[config.mk]
export PLATFORM = sky130hd
export DESIGN_NAME = vlan_tagger
export DESIGN_NICKNAME = d
export VERILOG_FILES = /design/src/rtl/vlan_tagger.sv
export SDC_FILE = /design/constraint.sdc
export NUM_CORES = 2
export LEC_CHECK = 0
export ABC_AREA = 1
export CAP_MARGIN = 20
export CORE_ASPECT_RATIO = 0.9
export CORE_MARGIN = 10
export CORE_UTILIZATION = 35
export CTS_CLUSTER_SIZE = 16
export DETAILED_ROUTE_END_ITERATION = 8
export SETUP_SLACK_MARGIN = 0.15
export SLEW_MARGIN = 20
export SYNTH_ARGS = -nofsm -noshare
export SYNTH_HDL_FRONTEND = slang
export SYNTH_SLANG_ARGS = --single-unit
[constraint.sdc]
create_clock -name axis_aclk -period 23.7 [get_ports axis_aclk]
set_input_delay 5.925 -clock axis_aclk [delete_from_list [all_inputs] [get_ports axis_aclk]]
set_output_delay 5.925 -clock axis_aclk [all_outputs]
set_load 0.01 [all_outputs]
[src/rtl/vlan_tagger.sv]
// rtl/vlan_tagger.sv - inserts an 802.1Q tag into untagged frames from selected source ports
module vlan_tagger #(
  parameter int          C_M_AXIS_DATA_WIDTH  = 256,
  parameter int          C_S_AXIS_DATA_WIDTH  = 256,
  parameter int          C_M_AXIS_TUSER_WIDTH = 128,
  parameter int          C_S_AXIS_TUSER_WIDTH = 128,
  parameter int          SRC_PORT_POS         = 16,
  parameter logic [7:0]  TAG_PORT_MASK        = 8'h05,
  parameter int          FIFO_DEPTH_BITS      = 2
) (
  input  logic                              axis_aclk,
  input  logic                              axis_resetn,
  input  logic [11:0]                       cfg_vid,
  input  logic [2:0]                        cfg_pcp,
  input  logic [C_S_AXIS_DATA_WIDTH-1:0]    s_axis_tdata,
  input  logic [C_S_AXIS_DATA_WIDTH/8-1:0]  s_axis_tkeep,
  input  logic [C_S_AXIS_TUSER_WIDTH-1:0]   s_axis_tuser,
  input  logic                              s_axis_tvalid,
  output logic                              s_axis_tready,
  input  logic                              s_axis_tlast,
  output logic [C_M_AXIS_DATA_WIDTH-1:0]    m_axis_tdata,
  output logic [C_M_AXIS_DATA_WIDTH/8-1:0]  m_axis_tkeep,
  output logic [C_M_AXIS_TUSER_WIDTH-1:0]   m_axis_tuser,
  output logic                              m_axis_tvalid,
  input  logic                              m_axis_tready,
  output logic                              m_axis_tlast,
  output logic [31:0]                       tagged_count
);

  localparam int DEPTH = 1 << FIFO_DEPTH_BITS;

  typedef enum logic [1:0] {HEADER, PASS, TAG_BODY, EXTRA} state_t;

  logic [255:0] mem_data [DEPTH];
  logic [31:0]  mem_keep [DEPTH];
  logic [127:0] mem_user [DEPTH];
  logic         mem_last [DEPTH];

  logic [FIFO_DEPTH_BITS-1:0] wr_ptr, rd_ptr;
  logic [FIFO_DEPTH_BITS:0]   count;
  logic                       fifo_wr, fifo_rd, fifo_empty;

  logic [255:0] head_data;
  logic [31:0]  head_keep;
  logic [127:0] head_user;
  logic         head_last;

  state_t       state;
  logic [31:0]  carry;
  logic [3:0]   carry_keep;
  logic         is_tag, xfer;
  logic [15:0]  tci;
  logic [31:0]  tag_field;

  assign fifo_empty    = (count == '0);
  // Headroom of one entry keeps ready independent of the same-cycle read.
  assign s_axis_tready = (count < (FIFO_DEPTH_BITS+1)'(DEPTH - 1));
  assign fifo_wr       = s_axis_tvalid && s_axis_tready;

  assign head_data = mem_data[rd_ptr];
  assign head_keep = mem_keep[rd_ptr];
  assign head_user = mem_user[rd_ptr];
  assign head_last = mem_last[rd_ptr];

  always_ff @(posedge axis_aclk) begin
    if (fifo_wr) begin
      mem_data[wr_ptr] <= s_axis_tdata;
      mem_keep[wr_ptr] <= s_axis_tkeep;
      mem_user[wr_ptr] <= s_axis_tuser;
      mem_last[wr_ptr] <= s_axis_tlast;
    end
  end

  always_ff @(posedge axis_aclk or negedge axis_resetn) begin
    if (!axis_resetn) begin
      wr_ptr <= '0;
      rd_ptr <= '0;
      count  <= '0;
    end else begin
      if (fifo_wr) wr_ptr <= wr_ptr + 1'b1;
      if (fifo_rd) rd_ptr <= rd_ptr + 1'b1;
      case ({fifo_wr, fifo_rd})
        2'b10:   count <= count + 1'b1;
        2'b01:   count <= count - 1'b1;
        default: count <= count;
      endcase
    end
  end

  assign tci       = {cfg_pcp, 1'b0, cfg_vid};
  assign tag_field = {tci[7:0], tci[15:8], 16'h0081};
  assign is_tag    = ((head_user[SRC_PORT_POS +: 8] & TAG_PORT_MASK) != 8'd0) &&
                     (head_data[111:96] != 16'h0081) && head_keep[11];

  always_comb begin
    m_axis_tvalid = 1'b0;
    m_axis_tdata  = '0;
    m_axis_tkeep  = '0;
    m_axis_tuser  = '0;
    m_axis_tlast  = 1'b0;
    case (state)
      HEADER: begin
        if (!fifo_empty) begin
          m_axis_tvalid = 1'b1;
          if (is_tag) begin
            m_axis_tdata = {head_data[223:96], tag_field, head_data[95:0]};
            m_axis_tkeep = {head_keep[27:0], 4'hF};
            m_axis_tuser = {head_user[127:16], head_user[15:0] + 16'd4};
            m_axis_tlast = head_last && (head_keep[31:28] == 4'd0);
          end else begin
            m_axis_tdata = head_data;
            m_axis_tkeep = head_keep;
            m_axis_tuser = head_user;
            m_axis_tlast = head_last;
          end
        end
      end
      PASS: begin
        if (!fifo_empty) begin
          m_axis_tvalid = 1'b1;
          m_axis_tdata  = head_data;
          m_axis_tkeep  = head_keep;
          m_axis_tuser  = head_user;
          m_axis_tlast  = head_last;
        end
      end
      TAG_BODY: begin
        if (!fifo_empty) begin
          m_axis_tvalid = 1'b1;
          m_axis_tdata  = {head_data[223:0], carry};
          m_axis_tkeep  = {head_keep[27:0], carry_keep};
          m_axis_tlast  = head_last && (head_keep[31:28] == 4'd0);
        end
      end
      default: begin
        m_axis_tvalid = 1'b1;
        m_axis_tdata  = {224'd0, carry};
        m_axis_tkeep  = {28'd0, carry_keep};
        m_axis_tlast  = 1'b1;
      end
    endcase
  end

  assign xfer    = m_axis_tvalid && m_axis_tready;
  assign fifo_rd = xfer && (state != EXTRA);

  always_ff @(posedge axis_aclk or negedge axis_resetn) begin
    if (!axis_resetn) begin
      state        <= HEADER;
      carry        <= '0;
      carry_keep   <= '0;
      tagged_count <= '0;
    end else if (xfer) begin
      case (state)
        HEADER: begin
          if (is_tag) begin
            carry      <= head_data[255:224];
            carry_keep <= head_keep[31:28];
            if (!head_last) begin
              state <= TAG_BODY;
            end else if (head_keep[31:28] == 4'd0) begin
              tagged_count <= tagged_count + 32'd1;
            end else begin
              state <= EXTRA;
            end
          end else if (!head_last) begin
            state <= PASS;
          end
        end
        PASS: begin
          if (head_last) state <= HEADER;
        end
        TAG_BODY: begin
          carry      <= head_data[255:224];
          carry_keep <= head_keep[31:28];
          if (head_last) begin
            if (head_keep[31:28] == 4'd0) begin
              state        <= HEADER;
              tagged_count <= tagged_count + 32'd1;
            end else begin
              state <= EXTRA;
            end
          end
        end
        default: begin
          state        <= HEADER;
          tagged_count <= tagged_count + 32'd1;
        end
      endcase
    end
  end

endmodule

-- Word-level counts from Yosys, hierarchy flattened
Memory sizes are Yosys's and may differ from the RTL's.
Index checks and enable logic that the tools add are counted.
- bits in registers: 77
- word-level logic and storage cells: 86
- memories: 4
- bits in writable memories: 1668
- output and inout bits: 451
- input port bits: 436
- reductions and logical operators: 16
- add/subtract/negate cells: 6
- bitwise operators: 1
- equal/unequal tests: 11
- mux-type cells: 40
- magnitude comparators: 1
- memories (memory ; depth ; bits a word ; read ports ; clocked after memory_dff ; write ports ; line ; text):
    mem_data ; 4 ; 256 ; 1 ; 0 ; 1 ; 34 ; logic [255:0] mem_data [DEPTH];
    mem_user ; 4 ; 128 ; 1 ; 0 ; 1 ; 36 ; logic [127:0] mem_user [DEPTH];
    mem_keep ; 4 ; 32 ; 1 ; 0 ; 1 ; 35 ; logic [31:0] mem_keep [DEPTH];
    mem_last ; 4 ; 1 ; 1 ; 0 ; 1 ; 37 ; logic mem_last [DEPTH];
- operators by type and width (cell ; number):
    256-bit 2-to-1 mux ; 4
    256-bit case mux with 3 select lines ; 1
    128-bit 2-to-1 mux ; 2
    32-bit 2-to-1 mux ; 8
    128-bit case mux with 2 select lines ; 1
    32-bit case mux with 3 select lines ; 2
    32-bit case mux with 2 select lines ; 1
    32-bit by 1-bit adder with 32-bit output, second input constant ; 1
    16-bit by 3-bit adder with 16-bit output, second input constant ; 1
    16-bit 2-to-1 mux ; 1
    16-bit by 8-bit inequality test with 1-bit output, second input constant ; 1
    2-bit 2-to-1 mux ; 7
    1-bit 2-to-1 mux ; 8
    2-bit inequality test, second input constant ; 4
    4-bit case mux with 2 select lines ; 1
    8-bit nonzero test ; 1
    1-bit logical AND ; 6
    3-bit inequality test, second input constant ; 2
    2-bit case mux with 3 select lines ; 1
    3-bit case mux with 2 select lines ; 1
    3-bit AND reduction ; 2
    5-bit AND reduction ; 1
    2-bit by 1-bit adder with 2-bit output, second input constant ; 2
    2-bit by 1-bit == test with 1-bit output, second input constant ; 2
    12 further kinds ; 14

-- Logic depth before layout (Yosys ltp)
- word-level depth: 7
- depth in mapped cells: 21
- depth with buffers taken out: 17

-- Worst setup path before layout
OpenSTA, ideal clock, no wires.
- path kind: in2reg
- start point: input port s_axis_tvalid
- end point: memory mem_data[0][0] (enable)
- setup slack: -0.893 ns
- arrival time: 23.385 ns
- path buffers: 0
- stages: 2
- required time: 22.492 ns
- library setup time: 1.208 ns
- path through: nand2_1 > nor2_1
- longest elaborated chain between the ends: 3
- ends and longest elaborated chain (element ; line ; text):
    from (decl) ; 18 ; input logic s_axis_tvalid,
    1-bit logical AND ; 58 ; assign fifo_wr = s_axis_tvalid && s_axis_tready;
    1-bit 2-to-1 mux ; 66 ; if (fifo_wr) begin
    1-bit 2-to-1 mux (implied by the code) ; 67 ; mem_data[wr_ptr] <= s_axis_tdata;
    to (decl) ; 34 ;
No other way between the ends.

-- Final worst setup path
- start point: input port cfg_pcp[2]
- end point: output port m_axis_tdata[119]
- longest elaborated chain between the ends: 3
- ends and longest elaborated chain (element ; line ; text):
    from (decl) ; 14 ; input logic [2:0] cfg_pcp,
    256-bit 2-to-1 mux ; 105 ; if (is_tag) begin
    256-bit 2-to-1 mux ; 103 ; if (!fifo_empty) begin
    256-bit case mux with 3 select lines ; 101 ; case (state)
    to (decl) ; 21 ; output logic [C_M_AXIS_DATA_WIDTH-1:0] m_axis_tdata,
No other way between the ends.

==> out/metrics.yaml <==
maxCapViolations: 0
mostFrequentLayoutCells: "edfxtp_1, nand2_1, clkdlybuf4s50_1"
vdd_drop_max_mv: 0.122
worst-slew-pin-transition_ps: 1220
die_w_um: 508
synth_area_mm2: 0.0749
hold_class: "reg2reg"
port-buffer-count: 886
synthTopCellsByArea: "edfxtp_1, nand2_1, nor2_1, o21ai_0, nand3_1"
wire_per_inst_um: 28.1
die_h_um: 459
num_vias: 56197
fin_crit_ps: 13430
cellPowerDensity_mw_per_mm2: 158
place.gp.congestion: 0.907
fin_crit_sh_pct: 56.7
clk_root_buffer_cell: "clkbuf_16"
syn_avg_cell_area_um2: 11.4
hold_violations: 0
synth-seq-cells: 1745
clkSinkCount: 1745
r2r_setup_slack_ps: 17550
p_int_mw: 7.96
crit_end: "m_axis_tdata[119]"
drive_above_1_share_pct: 5.78
synth-seq-area-share_pct: 69.4
yosys_warnings: 0
synth-edff-count: 1668
route.antenna.remaining_nets: 0
syn2layout_area_growth_pct: 22.5
start_util_pct: 35.1
finalSetupViolCount: 0
synth_flop_cell: "edfxtp_1"
htreeDepth: 4
status: "complete, no violations"
synthesis.nets: 7002
drt_first_pass_iters: 7
num-nets-final: 7714
routed_wl_um: 291000
clk_path_buf_depth: 3
num_rows: 161
synth_cell_type_count: 50
layout_commonest_cell: "edfxtp_1"
coreArea_mm2: 0.213
leakage_nw: 31.7
r2r_cells: 8
syn_inst: 6558
clock.fmax_ghz: 0.0745
final_cell_area_mm2: 0.0917
r2r_start: "count[1]$_DFFE_PN0P_"
pwr-share-clk_pct: 19.0
finalWorstSetupSlack_ps: 10270
finish.utilization_pct: 43.0
path_depth: 4
placed_area_mm2: 0.0859
critPathLaunch: "cfg_pcp[2]"
max_stage_delay_ps: 680
required_ps: 17780
antenna_found_initial: 168
synth_top_area_share_pct: 66.9
dp_hpwl_um: 198000
async_flop_share_pct: 4.41
path_clk_slew_ps: 60
worst_path_max_delay_cell: "clkdlybuf4s50_1"
place_ws_ps: 10260
cts_buffers: 180
seq_power_share_pct: 27.6
p_comb_share_pct: 53.5
path_class: "in2out"
swShare_pct: 45.1
crit_buf_inv: 2
synth_top_cell_by_area: "edfxtp_1"
skew_ps: 36.9
switching_power_mw: 6.54
viasPerCell: 5.43
crit_path_max_fanout: 1
cts-hold-fix-buffers: 0
grt_pass1_vias: 51628
drc: 0
slew_headroom_pct: 19.0
grt_usage_pct: 23.8
drt_iter0_drc: 7004
cts_tree: "done"
worst_setup_path_end_kind: "output pin"
rsz0062_at_grt: "false"
post_cts_buffers: 0
crit_arrival_ps: 7510
clk_latency_ps: 820
ctsResizeCount: 0
io_pins: 887
path_delay_family: "buffers and inverters"
die_area_mm2: 0.233
cp_cell_sequence: "clkdlybuf4s50_1 > o21ai_0 > o21bai_1 > clkdlybuf4s50_1"
path_common_cell: "clkdlybuf4s50_1"
slew_viol_final: 0
grt_overflow: 0
cp-start-kind: "input pin"
grt_max_degree: 190
grt_pass1_wl_um: 401000
r2r_end: "mem_user[0][97]$_DFFE_PP_"
[cells by family after synthesis]
kind of cell               count (synthesis)  share of synthesized area (%)
adders and majority gates                  8                          0.144
xor gates and xnor gates                  37                          0.433
buffers and inverters                    580                           3.84
AOI/OAI and AO/OA                       1409                           11.2
and+or+nand+nor                         2779                           15.0
DFF                                     1745                           69.4
[area by class of cell]
type	instances	area [um^2]
clock inverters	95	852
well taps	2852	3570
flip-flops and latches	1745	52000
repair buffers	989	9710
multi-input cells	4233	20100
inverters	121	509
fillers	19649	122000
diodes	87	218
clock buffers	225	4770
[worst min-delay path by stage]
stage / cells after the start / slack [ps] / start / endpoint
6_report: 2 / 480 / carry[23]$_DFFE_PN0P_ / carry[23]$_DFFE_PN0P_
5_1_grt: 2 / 520 / carry[10]$_DFFE_PN0P_ / carry[10]$_DFFE_PN0P_
4_1_cts: 2 / 490 / carry[23]$_DFFE_PN0P_ / carry[23]$_DFFE_PN0P_
3_5_place_dp: 2 / 470 / carry[31]$_DFFE_PN0P_ / carry[31]$_DFFE_PN0P_
3_3_place_gp: 2 / 460 / carry[1]$_DFFE_PN0P_ / carry[1]$_DFFE_PN0P_
2_1_floorplan: 2 / 440 / carry[1]$_DFFE_PN0P_ / carry[1]$_DFFE_PN0P_
[worst reg2reg max path: stages (launching register included)]
cell and delay [ps]:
dfrtp_1 430, a21oi_1 780, nand2_1 590, nor2_4 230
buf_4 600, buf_4 800, buf_4 650, buf_4 860
buf_4 750
[flip-flops by register name, summed over array words and instances, names as in the netlist]
signal,count
carry_keep,4
mem_last,4
mem_keep,128
carry,32
tagged_count,32
wr_ptr,2
count,3
state,2
mem_user,512
rd_ptr,2
mem_data,1024
[per-layer routing]
| layer | vias to the layer above | global-route usage (%) | share of wire (%) |
|---|---|---|---|
| li1 | 25104 | - | - |
| met1 | 27430 | 29.7 | 38 |
| met2 | 2875 | 35.0 | 43 |
| met3 | 662 | 8.80 | 12 |
| met4 | 126 | 14.5 | 7.3 |
| met5 | - | 0 | 0.28 |
[power by group through the flow]
stage               clock network, mW  registers, mW  logic [mW]
CTS                              2.80           3.99        7.73
global placement                    0           4.05        7.67
global route                     2.92           4.03        8.19
finish                           2.75           3.99        7.75
floorplan                           0           4.30        3.81
detailed placement                  0           4.06        7.69
[cells in the mapped netlist, drive strengths merged (12+ instances only)]
cell and number:
clkbuf 177, o22ai 141, nand2 1435, inv 120
a32oi 62, o211ai 88, a31oi 16, a22oi 41
dfrtp 77, xor2 24, a21oi 294, o22a 12
o21ai 663, o21bai 32, nor2 859, a32o 53
nand3 394, xnor2 13, nor3 59, nand4 24
buf 282, edfxtp 1668
[metrics by stage]
step,hold WS (ps),instances,power [mW],setup TNS (ps)
after floorplan,436,6558,8.11,-1488930
after global placement,462,9940,11.7,0
after detailed placement,467,9940,11.8,0
after CTS,486,10260,14.5,0
after global routing,516,10292,15.1,0
final,484,10347,14.5,0
(Power assumes the default switching activity.)
